===== src/rtl/parser_pkg.sv =====
// ============================================================================
// parser_pkg : shared parser constants, command header fields, dispatch FSM
// Revision   : 1.0
// ============================================================================
`default_nettype none

package parser_pkg;

  localparam logic [3:0] c_op_write = 4'h1;

  // Command header layout: [31:28] opcode, [27:24] stage, [23:16] length, [15:0] base
  localparam int c_hdr_op_msb    = 31;
  localparam int c_hdr_op_lsb    = 28;
  localparam int c_hdr_stage_msb = 27;
  localparam int c_hdr_stage_lsb = 24;
  localparam int c_hdr_len_msb   = 23;
  localparam int c_hdr_len_lsb   = 16;
  localparam int c_hdr_base_msb  = 15;
  localparam int c_hdr_base_lsb  = 0;

  typedef enum logic [1:0] {
    ST_IDLE = 2'd0,
    ST_DATA = 2'd1,
    ST_DROP = 2'd2
  } cmd_state_e;

  function automatic logic [3:0] hdr_op(input logic [31:0] w);
    return w[c_hdr_op_msb:c_hdr_op_lsb];
  endfunction

  function automatic logic [3:0] hdr_stage(input logic [31:0] w);
    return w[c_hdr_stage_msb:c_hdr_stage_lsb];
  endfunction

  function automatic logic [7:0] hdr_len(input logic [31:0] w);
    return w[c_hdr_len_msb:c_hdr_len_lsb];
  endfunction

  function automatic logic [15:0] hdr_base(input logic [31:0] w);
    return w[c_hdr_base_msb:c_hdr_base_lsb];
  endfunction

endpackage

`default_nettype wire


===== src/rtl/conf_cmd_dispatch.sv =====
// ============================================================================
// conf_cmd_dispatch : decodes configuration commands into per-stage rule writes
// Revision          : 1.0
// ============================================================================
`default_nettype none

module conf_cmd_dispatch
  import parser_pkg::*;
#(
  parameter int STAGE_NUM = 8,
  parameter int CNT_WIDTH = 16
) (
  input  logic                 i_clk,
  input  logic                 i_rst_n,
  input  logic                 i_cmd_valid,
  input  logic [31:0]          i_cmd_data,
  input  logic                 i_cmd_last,
  output logic                 o_cmd_ready,
  output logic [STAGE_NUM-1:0] o_rule_wren,
  output logic [31:0]          o_rule_addr,
  output logic [31:0]          o_rule_wdata,
  output logic                 o_err,
  output logic                 o_busy,
  output logic [CNT_WIDTH-1:0] o_cmd_cnt
);

  cmd_state_e           state_q, state_d;
  logic [3:0]           stage_q, stage_d;
  logic [15:0]          base_q,  base_d;
  logic [7:0]           len_q,   len_d;
  logic [7:0]           idx_q,   idx_d;
  logic [STAGE_NUM-1:0] wren_q,  wren_d;
  logic [31:0]          addr_q,  addr_d;
  logic [31:0]          wdata_q, wdata_d;
  logic                 err_q,   err_d;
  logic [CNT_WIDTH-1:0] cnt_q,   cnt_d;

  logic hdr_legal;
  logic last_idx;

  assign hdr_legal = (hdr_op(i_cmd_data) == c_op_write) &&
                     ({28'd0, hdr_stage(i_cmd_data)} < STAGE_NUM) &&
                     (hdr_len(i_cmd_data) != 8'd0);
  assign last_idx  = (idx_q == len_q - 8'd1);

  always_comb begin
    state_d = state_q;
    stage_d = stage_q;
    base_d  = base_q;
    len_d   = len_q;
    idx_d   = idx_q;
    wren_d  = '0;
    addr_d  = addr_q;
    wdata_d = wdata_q;
    err_d   = 1'b0;
    cnt_d   = cnt_q;

    unique case (state_q)
      ST_IDLE: begin
        if (i_cmd_valid) begin
          if (hdr_legal && !i_cmd_last) begin
            stage_d = hdr_stage(i_cmd_data);
            base_d  = hdr_base(i_cmd_data);
            len_d   = hdr_len(i_cmd_data);
            idx_d   = 8'd0;
            state_d = ST_DATA;
          end else begin
            err_d = 1'b1;
            if (!hdr_legal && !i_cmd_last) state_d = ST_DROP;
          end
        end
      end

      ST_DATA: begin
        if (i_cmd_valid) begin
          for (int s = 0; s < STAGE_NUM; s++) begin
            if (stage_q == 4'(s)) wren_d[s] = 1'b1;
          end
          addr_d  = {16'd0, base_q + {8'd0, idx_q}};
          wdata_d = i_cmd_data;
          idx_d   = idx_q + 8'd1;
          if (i_cmd_last && last_idx) begin
            if (cnt_q != '1) cnt_d = cnt_q + 1'b1;
            state_d = ST_IDLE;
          end else if (i_cmd_last) begin
            err_d   = 1'b1;
            state_d = ST_IDLE;
          end else if (last_idx) begin
            // Command longer than its declared length: drop the surplus
            err_d   = 1'b1;
            state_d = ST_DROP;
          end
        end
      end

      ST_DROP: begin
        if (i_cmd_valid && i_cmd_last) state_d = ST_IDLE;
      end

      default: state_d = ST_IDLE;
    endcase
  end

  always_ff @(posedge i_clk or negedge i_rst_n) begin
    if (!i_rst_n) begin
      state_q <= ST_IDLE;
      stage_q <= 4'd0;
      base_q  <= 16'd0;
      len_q   <= 8'd0;
      idx_q   <= 8'd0;
      wren_q  <= '0;
      addr_q  <= 32'd0;
      wdata_q <= 32'd0;
      err_q   <= 1'b0;
      cnt_q   <= '0;
    end else begin
      state_q <= state_d;
      stage_q <= stage_d;
      base_q  <= base_d;
      len_q   <= len_d;
      idx_q   <= idx_d;
      wren_q  <= wren_d;
      addr_q  <= addr_d;
      wdata_q <= wdata_d;
      err_q   <= err_d;
      cnt_q   <= cnt_d;
    end
  end

  assign o_cmd_ready  = 1'b1;
  assign o_rule_wren  = wren_q;
  assign o_rule_addr  = addr_q;
  assign o_rule_wdata = wdata_q;
  assign o_err        = err_q;
  assign o_busy       = (state_q != ST_IDLE);
  assign o_cmd_cnt    = cnt_q;

endmodule

`default_nettype wire


===== config.mk =====
export PLATFORM = sky130hd
export DESIGN_NAME = conf_cmd_dispatch
export DESIGN_NICKNAME = d
export VERILOG_FILES = /design/src/rtl/parser_pkg.sv /design/src/rtl/conf_cmd_dispatch.sv
export SDC_FILE = /design/constraint.sdc
export NUM_CORES = 1
export LEC_CHECK = 0
export BUFFER_PORTS_ARGS = -buffer_cell sky130_fd_sc_hd__buf_2
export CAP_MARGIN = 5
export CORE_AREA = 10 10 119 121
export CTS_BUF_LIST = sky130_fd_sc_hd__clkbuf_2
export DETAILED_ROUTE_END_ITERATION = 16
export DIE_AREA = 0 0 129 131
export PLACE_DENSITY = 0.68
export SYNTH_ARGS = -nofsm -noshare
export SYNTH_HDL_FRONTEND = slang
export SYNTH_SLANG_ARGS = --single-unit

===== constraint.sdc =====
create_clock -name i_clk -period 7.9 [get_ports i_clk]
set_clock_uncertainty 0.2 [all_clocks]
set_input_delay 1.185 -clock i_clk [delete_from_list [all_inputs] [get_ports i_clk]]
set_output_delay 1.185 -clock i_clk [all_outputs]
set_load 0.05 [all_outputs]

==> results.txt, run 1 <==
The clock latency on the worst-skew pair was 0.60 ns. The average wire per standard cell was 15.44 µm. The number of antenna violations at the first check in global routing came out at 1.

Setup violations remaining at the end of the flow were counted as 0. Count of pins over their slew limit: 0. The worst setup path is launched from a flop. The signal arrival time at the worst endpoint came out at 4.05 ns.

After clock tree synthesis, the clock-pin slew on the worst setup and hold paths is 0.33 ns. The largest net degree at the start of global routing was 80; the count of port buffers added during placement was 109. In this run the post-CTS setup repair buffer count came out at 0. Ranked by total cell area, the synthesized netlist is headed by sky130_fd_sc_hd__dfrtp_1, sky130_fd_sc_hd__nand2_1, sky130_fd_sc_hd__xnor2_1, sky130_fd_sc_hd__ha_1, sky130_fd_sc_hd__buf_4.

In this run, CTS created clock tree buffers numbering 9. The post-detailed-route count of antenna-violating nets is 0, and the via count normalized by instance count is 5.008. Number of synthesized flops with an enable pin: 0. The die extent in x is 129 µm. The longest clock path from root to sink contains 2 buffers. The die covers 0.01690 mm². The tools report the post-layout utilization of the core as 0.5061. The run gives 9408 µm as the post-detailed-placement half-perimeter wirelength. The initial standard-cell utilization of the core is 0.4418, and the worst-case vdd ir drop is 0.08807 mV.

For this run the aggregate overflow at the end of global routing stands at 0. The first detailed-routing pass took 4 iterations. The largest total area in the synthesized netlist belongs to sky130_fd_sc_hd__dfrtp_1. TritonCTS built the clock tree.

In the routed design, unresolved DRC markers number 0. Among all cell types in the netlist, the one instantiated most often is sky130_fd_sc_hd__nand2_1. Sequential-to-total area share from yosys stat: 0.5322. The worst path needs 3.727 ns of the cycle, external delays included.

In this run the mean area of a mapped cell was 9.156 µm². The power share of the clock group was 0.276; the top-level I/O count was 127. The count of final hold-check violations came out at 0.

The switching share of power came out at 0.3206. The cell sitting at the root of the clock tree is a sky130_fd_sc_hd__clkbuf_2. For this run, the number of Yosys warnings is 0. The synthesized netlist occupies a cell area of 0.005219 mm². Final worst-path setup slack: 4.173 ns. The area share of the largest cell type after synthesis works out to 0.5322. The tools report the accumulated negative setup slack as 0 ns.

In this run the worst path has a maximum fanout of 6. The die is 131 µm tall. Setup repair after global routing left no endpoint under its margin. The minimum setup slack among reg-to-reg paths was 4.17 ns; the count of maximum capacitance violations was 0.

The first global-routing pass estimated 20680 µm of wire. The share of synthesized registers carrying an async set or reset was 1.000; the required arrival time at the worst endpoint was 8.22 ns. The tree built by TritonCTS fans out to 111 sinks.

Routability-driven placement finished with a final weighted congestion of 0.7957. For this run, the number of standard cells in the final layout without fillers is 826. Timing analysis after detailed placement gives a worst setup slack of 3.979 ns. Cell internal power was estimated by the tool at 758.3 µW. Summing all placed instances gives a cell area of 0.005827 mm².

Gates resized during post-CTS repair numbered 0. The logs give 0.1512 for the global-route total usage across every layer and 270 for the number of violations reported at the end of detailed-routing iteration 0. The most used flip-flop cell after synthesis is sky130_fd_sc_hd__dfrtp_1.

In this run the power spent charging and discharging nets is 357.8 µW. The period utilization was 0.4718. The relative max-transition margin is 0.3265. The worst setup path is captured at a flop. The kind of critical path was reg -> reg. The logic gate share of total power is 0.164.

Share of total power in sequential cells: 0.559. Counting instances in the post-synthesis netlist gives the leading cell types as sky130_fd_sc_hd__nand2_1, sky130_fd_sc_hd__dfrtp_1, sky130_fd_sc_hd__o21ai_0, sky130_fd_sc_hd__xnor2_1. For this block, the routed nets add up to 12750 µm of wire. The register bit total from synthesis is 111, and the core region area is 0.01181 mm². The power per cell area was 186.7 mW/mm²; the synthesis-to-layout area growth was 14.55%. In this run, post-CTS hold repair placed 0 buffers. The leakage power figure came out at 0.003257 µW.

In this run, distinct cell masters in the synthesized netlist total 46. In this run the core area contains 40 standard-cell rows. The number of placed instances, taps included, is 809. Cell area after layout: 0.005978 mm². The fraction of layout instances using a drive strength above 1 was 0.2021.

The run finished with clean final reports. Based on the critical path, the design can be clocked at up to 0.2683 GHz. The run gives 570 as the post-synthesis instance total. At the pin with the least slew margin, the transition time is 1.007 ns. Via count of the first global-routing pass: 4251. The number of H-tree levels is 3, and the net count reported at finish is 723. The tightest min-delay check is of the in -> async type. Summing over every cut layer, the via total after detailed routing is 4137.
-- cell type report --
cell class | instances | area (µm²)
Fill cell | 1127 | 5833
Sequential cell | 111 | 2778
Multi-Input combinational cell | 429 | 2253
Timing Repair Buffer | 113 | 578.1
Tap cell | 147 | 183.9
Clock inverter | 7 | 103.9
Clock buffer | 9 | 45.04
Inverter | 9 | 33.78
Antenna cell | 1 | 2.502
-- registers in the layout, indices dropped and copies added, names as in the netlist, 2 cells and up --
register / count
stage_q: 4
base_q: 16
len_q: 8
idx_q: 8
state_q: 2
o_rule_wdata: 32
o_cmd_cnt: 16
o_rule_wren: 8
o_rule_addr: 16
-- cell usage in the layout, fill, tap and decap left out, types with 2 or more instances in the layout --
cell,n
sky130_fd_sc_hd__a21oi_1,10
sky130_fd_sc_hd__nor3_1,11
sky130_fd_sc_hd__nor4_1,6
sky130_fd_sc_hd__clkbuf_2,9
sky130_fd_sc_hd__nand2b_1,4
sky130_fd_sc_hd__bufinv_16,2
sky130_fd_sc_hd__a31oi_1,2
sky130_fd_sc_hd__and4_1,2
sky130_fd_sc_hd__or3_1,3
sky130_fd_sc_hd__nand3b_1,3
sky130_fd_sc_hd__nor3b_1,4
sky130_fd_sc_hd__inv_6,2
sky130_fd_sc_hd__buf_2,108
sky130_fd_sc_hd__nand3_1,15
sky130_fd_sc_hd__nand4_1,6
sky130_fd_sc_hd__ha_1,13
sky130_fd_sc_hd__xor2_1,17
sky130_fd_sc_hd__clkinv_4,3
sky130_fd_sc_hd__o21ai_0,29
sky130_fd_sc_hd__and2_1,3
sky130_fd_sc_hd__dfrtp_1,111
sky130_fd_sc_hd__nor2_1,20
sky130_fd_sc_hd__buf_4,5
sky130_fd_sc_hd__conb_1,17
sky130_fd_sc_hd__inv_1,9
sky130_fd_sc_hd__nor2b_1,2
sky130_fd_sc_hd__mux2_2,2
sky130_fd_sc_hd__nand2_1,210
sky130_fd_sc_hd__xnor2_1,24
sky130_fd_sc_hd__a21o_1,2
sky130_fd_sc_hd__and3_1,6
-- critical path, cell delays in order, from the launching register on --
cell	delay, ns
sky130_fd_sc_hd__dfrtp_1	0.50
sky130_fd_sc_hd__nor2_1	0.14
sky130_fd_sc_hd__nor4b_1	0.46
sky130_fd_sc_hd__nand2_1	0.12
sky130_fd_sc_hd__xnor2_1	0.15
sky130_fd_sc_hd__nor4_1	0.41
sky130_fd_sc_hd__and2_1	0.21
sky130_fd_sc_hd__ha_1	0.21
sky130_fd_sc_hd__nand2_1	0.15
sky130_fd_sc_hd__nor4_1	0.71
sky130_fd_sc_hd__nand4_1	0.22
sky130_fd_sc_hd__xnor2_1	0.17
-- final timing paths --
kind | endpoint | start | cells past startpoint
max | o_cmd_cnt[15] | len_q[2] | 11
min | o_rule_wren[1] | i_rst_n | 1
max reg2reg | o_cmd_cnt[15] | len_q[2] | 11
min reg2reg | o_cmd_cnt[9] | o_cmd_cnt[9] | 1
max in group asynchronous | base_q[11] | i_rst_n | 2
min in group i_clk | o_cmd_cnt[9] | o_cmd_cnt[9] | 1
-- cell families (layout without fill, tap and decap cells) --
| logic type | Yosys count | count (layout) | share of synthesized area |
|---|---|---|---|
| and+or+nand+nor | 299 | 299 | 0.2455 |
| DFF | 111 | 111 | 0.5322 |
| AOI/OAI and AO/OA | 56 | 56 | 0.06498 |
| buffers and inverters | 45 | 138 | 0.04771 |
| xor gates and xnor gates | 41 | 41 | 0.06881 |
| adders and majority gates | 14 | 14 | 0.03500 |
| other | 2 | 18 | 0.001439 |
| muxes | 2 | 2 | 0.004315 |
-- power by group through the flow --
stage,clock network (µW),logic [µW],registers (µW)
2_1_floorplan,0,90.6,675
3_3_place_gp,0,181,632
3_5_place_dp,0,186,633
4_1_cts,319,186,625
5_1_grt,341,202,630
6_report,308,183,624
-- routing by layer --
layer / global-route usage / vias up / wire length, µm
met3: 0.03102 / 15 / 760
met1: 0.1940 / 1970 / 5727
met2: 0.2433 / 113 / 6039
li1: - / 2039 / -
met5: 0 / - / 0
met4: 0.06555 / 0 / 226
-- per-stage QoR --
| step | power, µW | hold WS, ns |
|---|---|---|
| final | 1116 | 0.2621 |
| after global routing | 1174 | 0.2113 |
| after CTS | 1129 | 0.2137 |
| after detailed placement | 818.9 | 0.2607 |
| after global placement | 812.8 | 0.2542 |
| after floorplan | 765.3 | 0.2523 |
Note: power is estimated with default switching activity, not from simulation.
==> run 2: changes to the inputs <==
- ABC_AREA: default -> 1
- CORE_AREA: 10 10 119 121 -> 10 10 126 128
- DIE_AREA: 0 0 129 131 -> 0 0 136 138
- PLACE_DENSITY: 0.68 -> 0.67
- clock period: 7.9 -> 3.6 ns (I/O delays scaled with it)
==> run 2 against run 1 <==
  * Register-to-register slack worse by 3.3 ns
  * Clock-buffer cell count rose by 1
  * Die area rose by 11%
  * Wire length grew 9.3%
  * Design area is 17% higher
  * Via count up 20%
  * Worst hold slack worse by 0.014 ns
  * Sequential power grew to 2.5 times the previous value
  * Critical path type unchanged
  * Highest routed layer unchanged
==> results.txt, run 2 <==
The run finished with clean final reports. Fraction of synthesized cell area in xor and xnor cells: 0.03721 (-0.03160). The area share of the largest cell type after synthesis was 0.4720 (-0.06021). Flip-flop and latch area: 0.002778 mm² (unchanged). The area growth from synthesis to layout is 18.80%.

The number of synthesized flops with an enable pin works out to 0 (unchanged). TritonCTS built the clock tree. The worst hold-check slack was 0.2484 ns (-0.01372 ns); the count of port buffers added during placement was 109 (unchanged).

The initial standard-cell utilization of the core was 0.4357 (-0.006098); the clock latency on the worst-skew pair was 0.63 ns (+0.03 ns). The die extent in x was 136 µm (+5.4%). The post-synthesis instance area is 0.005884 mm² (+13%). The height of the die was 138 µm (+5.3%); the number of antenna violations at the first check in global routing was 0 (-1). The share of the synthesized area in compound gates (AO/OA/AOI/OAI) is 0.08760 (+0.02263), and the transition at the pin with the smallest max-transition slack is 0.8699 ns (-0.1376 ns).

The fraction of synthesized area in multiplexers is 0 (-0.004316), and the maximum buffer depth of the clock tree is 2 (unchanged). Most used flip-flop cell after synthesis: sky130_fd_sc_hd__dfrtp_1. The library cell used most frequently in the layout, excluding fill and tap cells, is sky130_fd_sc_hd__nand2_1. The number of H-tree levels was 3 (unchanged); the via count normalized by instance count was 4.657 (-7.0%). The adder and majority cell fraction of the synthesized area came out at 0.03104 (-0.003960). The count of final hold-check violations is 0 (unchanged), and the global-route congestion overflow total is 0 (unchanged). The total vias in the final route is 4955 (+20%), and the required arrival time at the worst endpoint is 3.98 ns (-4.24 ns).

Leakage power figure: 0.003862 µW (+19%). The average instance area after synthesis is 7.899 µm² (-14%). The average wire per standard cell is 13.10 µm (-15%). The time the final worst path needs with I/O delays and setup was 2.678 ns (-1.049 ns); the global-route total usage across every layer was 0.1498 (-0.001395). The tools report the critical path endpoint category as a flop. Number of clock buffers inserted by TritonCTS: 9 (unchanged). Post-detailed-route count of antenna-violating nets: 0 (unchanged). The post-synthesis instance total was 745 (+31%). The number of flip-flops in the largest register was 32 (unchanged). The logs give 0.01350 mm² (+14%) for the core region area and 0 (unchanged) for the Yosys warning count. The number of violations reported at the end of detailed-routing iteration 0 was 235 (-13%); the floorplan die area was 0.01877 mm² (+11%). The CTS root buffer was sky130_fd_sc_hd__clkbuf_2.

The global-route wire length before repair came out at 23330 µm (+13%). The logs give 0.4720 (-0.06021) for the sequential-to-total area share from yosys stat and 0 (unchanged) for the count of maximum capacitance violations. Nature of the critical path startpoint: a flop. The logs give 127 (unchanged) for the top-level I/O count and 0.3623 mV (+310%) for the worst-case vdd ir drop. The min-delay analysis places its worst path in the category in -> async. The tools report the net count reported at finish as 930 (+29%). Largest family of logic cells by synthesized area: simple AND/OR/NAND/NOR gates. The critical path is of the reg -> reg type. The placement row count was 43 (+7.5%); the number of inserted diodes was 0 (-1). The accumulated negative setup slack is 0 ns (unchanged), and the fraction of layout instances using a drive strength above 1 is 0.1821 (-0.01994).

The logs give 0 (unchanged) for the count of cells resized by post-cts repair and 0.002551 mm² (+13%) for the area occupied by multi-input gates. The setup violation total in the final timing report was 0 (unchanged); the minimum setup slack among reg-to-reg paths was 0.92 ns (-3.25 ns). The basic-gate share of the synthesized area counting and, or, nand and nor cells was 0.2669 (+0.02135). By area the synthesized netlist is led by sky130_fd_sc_hd__dfrtp_1, sky130_fd_sc_hd__nand2_1, sky130_fd_sc_hd__o21ai_0, sky130_fd_sc_hd__inv_1, sky130_fd_sc_hd__nand3_1.

The tools report the TritonCTS sink count as 111 (unchanged). Share of synthesized registers carrying an async set or reset: 1.000 (unchanged). The library cells used most frequently in the layout, excluding fill and tap cells, are sky130_fd_sc_hd__nand2_1, sky130_fd_sc_hd__dfrtp_1, sky130_fd_sc_hd__buf_2. The largest net degree at the start of global routing was 59 (-26%); the total wirelength of the detailed-routed design was 13940 µm (+9.3%). The clock transition time at the flip-flop clock pins of the worst setup and hold paths is 0.29 ns (-0.04 ns). Ranked by instance count, the synthesized netlist is headed by sky130_fd_sc_hd__nand2_1, sky130_fd_sc_hd__dfrtp_1, sky130_fd_sc_hd__inv_1, sky130_fd_sc_hd__o21ai_0, sky130_fd_sc_hd__nand3_1. The power per cell area is 484.3 mW/mm² (+160%), and the period utilization is 0.7440 (+0.2722).

Number of detailed-route iterations in the first pass: 4 (unchanged). Setup repair after global routing left no endpoint under its margin. The signal arrival time at the worst endpoint came out at 3.06 ns (-0.99 ns).

Number of remaining DRC errors: 0 (unchanged). The relative max-transition margin came out at 0.4180 (+0.09158). The synthesized design spends more area on one cell type than any other, namely sky130_fd_sc_hd__dfrtp_1. The register bit total from synthesis came out at 111 (unchanged).

The post-detailed-placement half-perimeter wirelength was 10350 µm (+10%). The maximum fanout along the worst path was 26 (+20); the count of cell types in the netlist was 34 (-26%). The most frequently used cell type in the post-synthesis netlist is sky130_fd_sc_hd__nand2_1. The tools report the count of pins over their slew limit as 0 (unchanged). The logs give 4803 (+13%) for the via count of the first global-routing pass and 0.8900 (+12%) for the weighted congestion at the end of routability-driven global placement. For the number of inserted filler cells in the final layout, the log shows 1344 (+19%). The maximum clock frequency was 0.3734 GHz (+39%).
run 2: changes by cell type after synthesis, sizes merged, moves of 18 or more:
cell | before | now
inv | 9 | 99
xnor2 | 24 | 6
nor2 | 20 | 48
nand3 | 16 | 49
nand2 | 210 | 236
o21ai | 29 | 86
run 2: cell type report:
class,instances,share of cell area
inverter,101,0.05423
sequential,111,0.3974
tap,180,0.03222
timing repair buffer,146,0.1325
clock inverter,5,0.01163
clock buffer,10,0.007159
multi-input combinational,511,0.3650
run 2: per-stage QoR:
stage          cells  area [µm²]  setup slack [ns]  total power, µW    util
2_1_floorplan    760        5941             1.273             2457       -
3_3_place_gp    1014        6509            0.9504             2734  0.4820
3_5_place_dp    1014        6509            0.8626             2750  0.4820
4_1_cts         1064        6990            0.8780             3425  0.5177
5_1_grt         1064        6990            0.6022             3608  0.5177
6_report        1064        6990            0.9217             3386  0.5177
run 2: worst max-delay path, cell delays in order, from the launching register on:
cell	delay, ns
sky130_fd_sc_hd__dfrtp_1	0.44
sky130_fd_sc_hd__inv_1	0.09
sky130_fd_sc_hd__ha_1	0.25
sky130_fd_sc_hd__inv_1	0.10
sky130_fd_sc_hd__nand2_1	0.07
sky130_fd_sc_hd__nand2_1	0.07
sky130_fd_sc_hd__nand2_1	0.04
sky130_fd_sc_hd__nand2_1	0.06
sky130_fd_sc_hd__nand3_1	0.07
sky130_fd_sc_hd__nor2_1	0.12
sky130_fd_sc_hd__nand3_1	0.09
sky130_fd_sc_hd__nor2_1	0.10
sky130_fd_sc_hd__ha_1	0.14
sky130_fd_sc_hd__inv_1	0.07
sky130_fd_sc_hd__nor2_4	0.15
sky130_fd_sc_hd__nand2_2	0.09
sky130_fd_sc_hd__nand2_4	0.32
sky130_fd_sc_hd__nand2_1	0.09
sky130_fd_sc_hd__nand2_1	0.07
sky130_fd_sc_hd__nand2_1	0.04
run 2: where the power goes:
group / internal (µW) / switching, µW / total (µW) / leakage, µW
clock network: 230 / 408 / 638 / 0.0000800
registers: 1430 / 140 / 1570 / 0.00146
logic: 305 / 870 / 1170 / 0.00233
run 2: kinds of logic after synthesis:
family                     after synthesis
and+or+nand+nor                        361
buffers and inverters                  138
DFF                                    111
AOI/OAI and AO/OA                       94
xor gates and xnor gates                25
adders and majority gates               14
other                                    2
run 2: timing repair:
| item | 4_1_cts | 5_1_grt |
|---|---|---|
| hold buffers | 35 | 0 |
| setup buffers | 0 | 0 |
| endpoints found under the hold margin | 113 | 0 |
run 2: final timing paths:
kind | to | depth (start not counted) | from
worst max-delay path | o_cmd_cnt[5] | 19 | len_q[0]
worst min-delay path | o_rule_addr[1] | 2 | i_rst_n
worst max register to register | o_cmd_cnt[5] | 19 | len_q[0]
worst min register to register | o_rule_addr[6] | 2 | o_rule_addr[6]
max in group asynchronous | o_rule_addr[11] | 3 | i_rst_n
min in group i_clk | o_rule_addr[6] | 2 | o_rule_addr[6]
run 2: layer usage:
layer  up-vias  share of wire  wire length [µm]  track usage
met4         0          0.016               221      0.04487
met1      2256           0.47              6483       0.1908
met5         -              0                 0            0
li1       2567              -                 -            -
met2       115           0.46              6413       0.2413
met3        17          0.059               818      0.04094
